$ cat src/rtl/fp_divider.sv
// IEEE-754 single-precision divider (a / b). Special operands resolve in one
// cycle; normal operands use a 25-step radix-2 restoring mantissa divider.
// The quotient is truncated, and denormal inputs are flushed to signed zero.
module fp_divider #(
  parameter logic [31:0] QNAN_VALUE = 32'h7FC0_0000
) (
  input  logic        clk,
  input  logic        rst_n,
  input  logic        start,
  input  logic [31:0] a,
  input  logic [31:0] b,
  output logic        ready,
  output logic        done,
  output logic [31:0] result,
  output logic        overflow,
  output logic        underflow,
  output logic        div_by_zero,
  output logic        invalid
);

  typedef enum logic [1:0] {S_IDLE, S_DIVIDE, S_NORM, S_DONE} state_t;

  state_t       state_q;
  logic [4:0]   cnt_q;
  logic [25:0]  rem_q;
  logic [24:0]  quo_q;
  logic [23:0]  mb_q;
  logic [7:0]   ea_q;
  logic [7:0]   eb_q;
  logic         sign_q;
  logic         ready_q;
  logic         done_q;
  logic [31:0]  result_q;
  logic         ovf_q;
  logic         unf_q;
  logic         dz_q;
  logic         inv_q;

  assign ready       = ready_q;
  assign done        = done_q;
  assign result      = result_q;
  assign overflow    = ovf_q;
  assign underflow   = unf_q;
  assign div_by_zero = dz_q;
  assign invalid     = inv_q;

  // Operand classification and the special-case result table
  logic        a_nan, a_inf, a_zero, b_nan, b_inf, b_zero, sign_in;
  logic        sp_hit, sp_inv, sp_dz;
  logic [31:0] sp_res;

  always_comb begin
    a_nan   = (a[30:23] == 8'hFF) && (a[22:0] != 23'h0);
    a_inf   = (a[30:23] == 8'hFF) && (a[22:0] == 23'h0);
    a_zero  = (a[30:23] == 8'h00);
    b_nan   = (b[30:23] == 8'hFF) && (b[22:0] != 23'h0);
    b_inf   = (b[30:23] == 8'hFF) && (b[22:0] == 23'h0);
    b_zero  = (b[30:23] == 8'h00);
    sign_in = a[31] ^ b[31];
    sp_hit  = 1'b1;
    sp_inv  = 1'b0;
    sp_dz   = 1'b0;
    sp_res  = '0;
    if (a_nan || b_nan || (a_zero && b_zero) || (a_inf && b_inf)) begin
      sp_res = QNAN_VALUE;
      sp_inv = 1'b1;
    end else if (a_inf) begin
      sp_res = {sign_in, 8'hFF, 23'h0};
    end else if (b_zero) begin
      sp_res = {sign_in, 8'hFF, 23'h0};
      sp_dz  = 1'b1;
    end else if (a_zero || b_inf) begin
      sp_res = {sign_in, 31'h0};
    end else begin
      sp_hit = 1'b0;
    end
  end

  // One restoring step: subtract divisor if it fits, shift remainder left
  logic        step_ge;
  logic [25:0] step_diff;
  logic [25:0] rem_d;
  logic [24:0] quo_d;

  always_comb begin
    step_ge   = rem_q >= {2'b00, mb_q};
    step_diff = step_ge ? (rem_q - {2'b00, mb_q}) : rem_q;
    rem_d     = step_diff << 1;
    quo_d     = {quo_q[23:0], step_ge};
  end

  // Normalisation of the quotient and exponent range checks
  logic signed [9:0] exp_d;
  logic [22:0]       man_d;
  logic [31:0]       norm_res_d;
  logic              norm_ovf_d;
  logic              norm_unf_d;

  always_comb begin
    exp_d = $signed({2'b00, ea_q}) - $signed({2'b00, eb_q}) + 10'sd127;
    if (quo_q[24]) begin
      man_d = quo_q[23:1];
    end else begin
      man_d = quo_q[22:0];
      exp_d = exp_d - 10'sd1;
    end
    norm_ovf_d = 1'b0;
    norm_unf_d = 1'b0;
    if (exp_d >= 10'sd255) begin
      norm_ovf_d = 1'b1;
      norm_res_d = {sign_q, 8'hFF, 23'h0};
    end else if (exp_d <= 10'sd0) begin
      norm_unf_d = 1'b1;
      norm_res_d = '0;
    end else begin
      norm_res_d = {sign_q, exp_d[7:0], man_d};
    end
  end

  // Control FSM with registered handshake, result and flag outputs
  always_ff @(posedge clk) begin
    if (!rst_n) begin
      state_q  <= S_IDLE;
      cnt_q    <= '0;
      rem_q    <= '0;
      quo_q    <= '0;
      mb_q     <= '0;
      ea_q     <= '0;
      eb_q     <= '0;
      sign_q   <= 1'b0;
      ready_q  <= 1'b1;
      done_q   <= 1'b0;
      result_q <= '0;
      ovf_q    <= 1'b0;
      unf_q    <= 1'b0;
      dz_q     <= 1'b0;
      inv_q    <= 1'b0;
    end else begin
      case (state_q)
        S_IDLE: begin
          done_q <= 1'b0;
          if (start) begin
            ready_q  <= 1'b0;
            ovf_q    <= 1'b0;
            unf_q    <= 1'b0;
            sign_q   <= sign_in;
            ea_q     <= a[30:23];
            eb_q     <= b[30:23];
            mb_q     <= {1'b1, b[22:0]};
            rem_q    <= {2'b01, a[22:0]};
            quo_q    <= '0;
            cnt_q    <= '0;
            result_q <= sp_res;
            dz_q     <= sp_dz;
            inv_q    <= sp_inv;
            state_q  <= sp_hit ? S_DONE : S_DIVIDE;
          end
        end
        S_DIVIDE: begin
          rem_q <= rem_d;
          quo_q <= quo_d;
          cnt_q <= cnt_q + 5'd1;
          if (cnt_q == 5'd24) state_q <= S_NORM;
        end
        S_NORM: begin
          result_q <= norm_res_d;
          ovf_q    <= norm_ovf_d;
          unf_q    <= norm_unf_d;
          state_q  <= S_DONE;
        end
        S_DONE: begin
          done_q  <= 1'b1;
          ready_q <= 1'b1;
          state_q <= S_IDLE;
        end
        default: state_q <= S_IDLE;
      endcase
    end
  end

endmodule

$ cat config.mk
export PLATFORM = sky130hd
export DESIGN_NAME = fp_divider
export DESIGN_NICKNAME = d
export VERILOG_FILES = /design/src/rtl/fp_divider.sv
export SDC_FILE = /design/constraint.sdc
export NUM_CORES = 1
export LEC_CHECK = 0
export ABC_AREA = 1
export BUFFER_PORTS_ARGS = -buffer_cell sky130_fd_sc_hd__buf_2
export CORE_AREA = 2 2 132 134
export CTS_BUF_LIST = sky130_fd_sc_hd__clkbuf_2
export CTS_CLUSTER_SIZE = 40
export DETAILED_ROUTE_END_ITERATION = 10
export DIE_AREA = 0 0 134 136
export PLACE_DENSITY = 0.81
export REMOVE_ABC_BUFFERS = 1
export SYNTH_ARGS = -nofsm -noshare
export SYNTH_HDL_FRONTEND = slang
export SYNTH_SLANG_ARGS = --single-unit
export TNS_END_PERCENT = 1
$ cat constraint.sdc
create_clock -name clk -period 2.8 [get_ports clk]
set_input_delay 0 -clock clk [delete_from_list [all_inputs] [get_ports clk]]
set_output_delay 0 -clock clk [all_outputs]
set_load 0.02 [all_outputs]
==> results.yml, run 1 <==
synth:
  ys_seq_area_frac: 0.330
  avgSynthCellArea_um2: 6.67
  async_flop_share: 0
  synth_edf_count: 0
  ys.flop_type: "dfxtp_1"
  yosys_warnings: 0
  netlist_area_um2: 8310
  synth_cell_type_count: 40
  synth_cells: 1246
  ys_ff_latch: 137
finish:
  fin_nets: 1576
  final_cells: 1706
  mostFrequentLayoutCells: "232 x nand2_1, 182 x a21oi_1, 133 x dfxtp_1"
  drive_gt1_frac: 0.174
  nFillCells: 1371
  final_common_cell: "nand2_1"
  area_delta_synth_final_pct: 31.0
  fin_util: 0.645
clocking:
  cts_buffers: 17
  ctsHtreeMaxLevel: 4
  cts-root-buf: "clkbuf_2"
  cts_tree: "yes"
  clock_latency_ns: 0.74
  cts_buffer_depth: 2
  clk_pin_slew_ns: 0.21
  clkSinkCount: 137
sta:
  setup_slack_ns: -0.299
  slew_violations: 0
  tightest_slew_ns: 0.923
  slew_headroom: 0.384
  fin_skew_ns: 0.0366
  rsz0062_at_grt: "yes"
  holdWs_ns: 0.0959
  period_needed_ns: 3.10
  max_freq_ghz: 0.323
  tns_ns: -8.42
  hold_viol_final: 0
  period_share: 1.11
  setup_violations: 33
placed_design:
  place.gp.congestion: 0.955
  io_buffers: 104
  dp_hpwl_um: 15700
  place_inst: 1546
critical_path:
  critical_path_class: "reg -> reg"
  cp-end-kind: "register"
  cp.arrival_ns: 3.70
  crit_required_ns: 3.40
  cp_max_fo: 11
  reg2reg_from: "ea_q[0]"
  crit_start: "ea_q[0]"
  cp-start-kind: "register"
die:
  die_h_um: 136
  std_cell_rows: 48
  die-area_um2: 18200
  fp.coreArea_um2: 16900
  start_util: 0.493
  die_x_um: 134
  pin_count: 105
global_routing:
  overflow: 0
  grt_pass1_wl_um: 40700
  gr-usage-all-layers: 0.274
  grt_pass1_vias: 8924
  antenna_found_initial: 1
  grt_max_degree: 54
detailed_routing:
  vias: 9559
  avgViaCountPerCell: 5.60
  wl_per_cell_um: 15.1
  firstDrtPassIters: 7
  drt_iter0_markers: 723
  antenna_left: 0
  drc_errors: 0
  wl_um: 25700
run:
  drv_cap: 0
pwr:
  p_leak_nw: 4.74
  irDropWorstVdd_v: 0.000839
  fin_total_pwr_w: 0.0132
  power_density_nw_per_um2: 1220
status:
  violations: "negative setup slack"
  status: "complete, but fails checks"
min_path:
  worstHoldStart: "a[11]"
  hold_class: "in -> reg"
[sequential cells by signal, indices dropped and copies added (netlist names), 2 cells and up]
name and count:
result 32, rem_q 26, quo_q 25, mb_q 24
ea_q 8, eb_q 8, cnt_q 5, state_q 2
[per-layer routing]
layer	part of all wire	vias to the layer above	routed length [µm]	global-route usage
met5	0	-	0	0
met4	0.027	0	701	0.103
met3	0.067	74	1710	0.0567
met2	0.50	394	12700	0.483
met1	0.41	4462	10600	0.328
li1	-	4629	-	-
[final timing paths]
path | to | slack [ns] | cells past startpoint
worst min-delay path | rem_q[11] | 0.1 | 4
worst max register to register | result[15] | -0.30 | 21
worst min register to register | mb_q[7] | 0.48 | 2
worst max-delay path | result[15] | -0.30 | 21
[kinds of logic after synthesis]
kind of cell / count (synthesis) / share of synthesized area
AOI/OAI and AO/OA: 360 / 0.231
xor gates and xnor gates: 23 / 0.0242
adders and majority gates: 42 / 0.0650
buffers and inverters: 191 / 0.0903
DFF: 137 / 0.330
and+or+nand+nor: 493 / 0.259
[what timing repair did]
| action | 4_1_cts | 5_1_grt |
|---|---|---|
| cloned | 1 | 0 |
| setup endpoints to repair | 34 | 67 |
| resized for setup | 13 | 51 |
| pin swaps | 10 | 23 |
| buffers inserted | 2 | 7 |
| hold endpoints to repair | 84 | 1 |
| hold buffers | 116 | 1 |
[critical path, stage by stage, from the launching register on]
cell and delay, ns:
dfxtp_2 0.37, inv_2 0.04, ha_4 0.15, inv_2 0.06, fa_2 0.47, inv_4 0.11
ha_4 0.15, nand3b_1 0.13, nand2_2 0.12, nor2_4 0.13, inv_2 0.06, nor2_4 0.09
nor2_1 0.07, nor2_1 0.17, nand2_1 0.08, nor2_1 0.08, nand2_1 0.09, nor2_2 0.16
nand2_4 0.13, buf_12 0.17, nand4_1 0.10, a21oi_1 0.07
[synth_stat cells (2+ instances only)]
cell / number / area (µm²)
nor2_4: 2 / 22.5
and2_0: 2 / 12.5
ha_1: 40 / 500
a21o_1: 5 / 37.5
nand3_1: 48 / 240
buf_4: 8 / 60.1
o211ai_1: 9 / 67.6
xor2_1: 7 / 61.3
nand2_1: 247 / 927
nor3b_1: 2 / 15.0
xnor2_1: 16 / 140
fa_1: 2 / 40.0
nor2_2: 7 / 43.8
o21ai_0: 122 / 611
a211oi_1: 20 / 150
a21oi_1: 187 / 936
nand2_2: 11 / 68.8
buf_2: 3 / 15.0
nand4_1: 34 / 213
inv_2: 6 / 22.5
nand3_2: 2 / 20.0
clkbuf_1: 49 / 184
nand3b_1: 3 / 22.5
a31oi_1: 6 / 37.5
o21bai_1: 5 / 37.5
inv_1: 121 / 454
nor2_1: 109 / 409
o21a_1: 2 / 15.0
nor4_1: 15 / 93.8
or2_2: 3 / 18.8
nor3_1: 5 / 25.0
clkinv_1: 4 / 15.0
dfxtp_1: 137 / 2740
[power by group]
group | switching [W] | internal (W) | total (W)
Clock | 0.000793 | 0.000596 | 0.00139
Sequential | 0.000275 | 0.00238 | 0.00266
Combinational | 0.00571 | 0.00348 | 0.00919
Total | 0.00678 | 0.00646 | 0.0132
[final cells by class]
| cell class | instances | area (µm²) | area share |
|---|---|---|---|
| diodes | 1 | 2.50 | 0.000230 |
| clock buffers | 18 | 90.1 | 0.00827 |
| clock inverters | 14 | 195 | 0.0179 |
| inverters | 131 | 494 | 0.0454 |
| multi-input cells | 918 | 5010 | 0.460 |
| flip-flops and latches | 137 | 2750 | 0.252 |
| well taps | 225 | 282 | 0.0259 |
| repair buffers | 262 | 2070 | 0.190 |
[stage by stage]
stage	worst slack, ns	cell area, µm²
2_1_floorplan	-1.10	8050
3_3_place_gp	-0.0458	9130
3_5_place_dp	-0.192	9130
4_1_cts	-0.155	10700
5_1_grt	-0.429	10900
6_report	-0.299	10900
No activity file was read; power rests on OpenSTA's default activity.
==> run 2, diff against run 1 <==
--- a/config.mk
+++ b/config.mk
@@ -7,12 +7,12 @@
 export LEC_CHECK = 0
 export ABC_AREA = 1
 export BUFFER_PORTS_ARGS = -buffer_cell sky130_fd_sc_hd__buf_2
-export CORE_AREA = 2 2 132 134
+export CORE_AREA = 2 2 126 128
 export CTS_BUF_LIST = sky130_fd_sc_hd__clkbuf_2
 export CTS_CLUSTER_SIZE = 40
 export DETAILED_ROUTE_END_ITERATION = 10
-export DIE_AREA = 0 0 134 136
-export PLACE_DENSITY = 0.81
+export DIE_AREA = 0 0 128 130
+export PLACE_DENSITY = 0.87
 export REMOVE_ABC_BUFFERS = 1
 export SYNTH_ARGS = -nofsm -noshare
 export SYNTH_HDL_FRONTEND = slang
==> constraint.sdc (replaced) <==
create_clock -name clk -period 2.8 [get_ports clk]
set_input_delay 0.14 -clock clk [delete_from_list [all_inputs] [get_ports clk]]
set_output_delay 0.14 -clock clk [all_outputs]
set_load 0.02 [all_outputs]
==> run 2 against run 1 <==
The flow still finishes with violations (negative setup slack). Maximum frequency grew 2.5%. Clock skew down 0.0013 ns. Worst setup slack improved by 0.076 ns. Hold slack better by 0.037 ns. Via count decreased by 2.2%. Critical path depth rose by 1. Clock power fell by 13%. Die area decreased by 8.7%. Sequential share of layout area increased by 1.1 points. Count of clock-buffer cells in the layout increased by 3. Combinational power decreased by 2%. Core utilization is 3.0 points higher.
==> results.yml, run 2 (same netlist as run 1, synthesis figures left out) <==
finish:
  drive_gt1_frac: 0.161
  fin_area_um2: 10400
  fin_nets: 1542
  area_delta_synth_final_pct: 25.2
  largest_reg_flops: 32
  mostFrequentLayoutCells: "241 x nand2_1, 184 x a21oi_1, 135 x dfxtp_1"
  final_common_cell: "nand2_1"
  fin_util: 0.675
detailed_routing:
  wl_um: 25300
  firstDrtPassIters: 6
  antenna_left: 0
  drc_errors: 0
  wl_per_cell_um: 15.4
  avgViaCountPerCell: 5.70
  vias: 9344
  drt_iter0_markers: 851
clocking:
  cts_buffer_depth: 2
  cts_tree: "yes"
  cts_buffers: 17
  clkSinkCount: 137
  clock_latency_ns: 0.73
  clk_pin_slew_ns: 0.21
  ctsHtreeMaxLevel: 4
  cts-root-buf: "clkbuf_2"
die:
  start_util: 0.539
  fp.coreArea_um2: 15400
  die-area_um2: 16600
  die_x_um: 128
  die_h_um: 130
  pin_count: 105
  std_cell_rows: 46
global_routing:
  grt_pass1_wl_um: 40000
  grt_max_degree: 71
  grt_pass1_vias: 8806
  antenna_found_initial: 2
  gr-usage-all-layers: 0.297
  overflow: 0
critical_path:
  critical_path_class: "reg -> reg"
  cp_common_cell: "inv_2"
  crit_family: "simple AND/OR/NAND/NOR gates"
  cp-end-kind: "register"
  crit_buf_inv: 7
  cp-start-kind: "register"
  cp_max_fo: 6
  crit_required_ns: 3.46
  worst_path_largest_cell_delay_ns: 0.43
  slowest_stage: "fa_2"
  cp.arrival_ns: 3.69
  path_cells: "inv_2 > ha_4 > inv_4 > fa_2 > inv_2 > ha_4 > nand3b_1 > nand2_4 > nor2_4 > inv_2 > nor2_2 > nand2_1 > nor2_2 > nand3_1 > nand2_1 > nand2_2 > inv_4 > nand2_4 > inv_8 > clkbuf_16 > nand4_1 > a21oi_1"
pwr:
  pwr-share-comb: 0.701
  p_int_w: 0.00629
  clock_power_share: 0.094
  p_switching_w: 0.00663
  fin_total_pwr_w: 0.0129
  p_leak_nw: 4.59
  pwr-share-seq: 0.205
  power_density_nw_per_um2: 1240
  switching_share: 0.513
  irDropWorstVdd_v: 0.000647
min_path:
  hold_class: "in -> reg"
sta:
  setup_slack_ns: -0.223
  fin_skew_ns: 0.0353
  hold_viol_final: 0
  period_needed_ns: 3.02
  slew_headroom: 0.501
  slew_violations: 0
  tightest_slew_ns: 0.746
  setup_violations: 34
  period_share: 1.08
  max_freq_ghz: 0.331
  tns_ns: -5.96
  rsz0062_at_grt: "yes"
run:
  drv_cap: 0
placed_design:
  pre_cts_ws_ns: -0.232
  io_buffers: 104
  place.gp.congestion: 0.959
  dp_hpwl_um: 15600
  dpl_cell_area_um2: 9130
status:
  violations: "negative setup slack"
  status: "complete, but fails checks"
-- run 2: per-layer routing --
metal / global-route usage / part of all wire / wire length [µm]
met5: 0 / 0 / 0
met4: 0.145 / 0.035 / 885
met3: 0.0533 / 0.064 / 1620
met2: 0.533 / 0.50 / 12600
met1: 0.342 / 0.40 / 10200
-- run 2: final timing paths --
| check | from | to | slack, ns | depth (start not counted) |
|---|---|---|---|---|
| min reg2reg | result[16] | result[16] | 0.48 | 2 |
| max | ea_q[0] | result[19] | -0.22 | 22 |
| min | rst_n | quo_q[5] | 0.13 | 3 |
| max reg2reg | ea_q[0] | result[19] | -0.22 | 22 |
-- run 2: worst min-delay path, delay by kind of cell --
kind            cells  cell delay [ns]
buf+inv             2             0.62
compound gates      1             0.07
-- run 2: cell type report --
class,instances,area [µm²]
repair buffers,228,1740
multi-input cells,918,4940
inverters,131,504
flip-flops and latches,137,2750
diodes,2,5.00
well taps,192,240
fillers,1272,5010
clock buffers,21,105
clock inverters,10,128
-- run 2: what timing repair did --
action | 4_1_cts | 5_1_grt
setup endpoints to repair | 33 | 55
gates resized for setup | 5 | 33
setup buffers | 0 | 0
hold buffers | 82 | 0
gates cloned | 0 | 4
hold endpoints to repair | 80 | 0
pin swaps | 0 | 20
-- run 2: power groups by stage --
stage                     logic [W]  clock network [W]  registers, W
after global routing         0.0100            0.00131       0.00269
after floorplan             0.00557                  0       0.00271
after detailed placement    0.00791                  0       0.00267
after CTS                   0.00813            0.00121       0.00263
final                       0.00905            0.00121       0.00265
after global placement      0.00778                  0       0.00265
-- run 2: through the flow --
stage,hold WS (ns),cells
floorplan,0.266,1186
CTS,0.0790,1633
global route,0.0876,1639
detailed placement,0.418,1520
finish,0.133,1639
global placement,0.411,1520
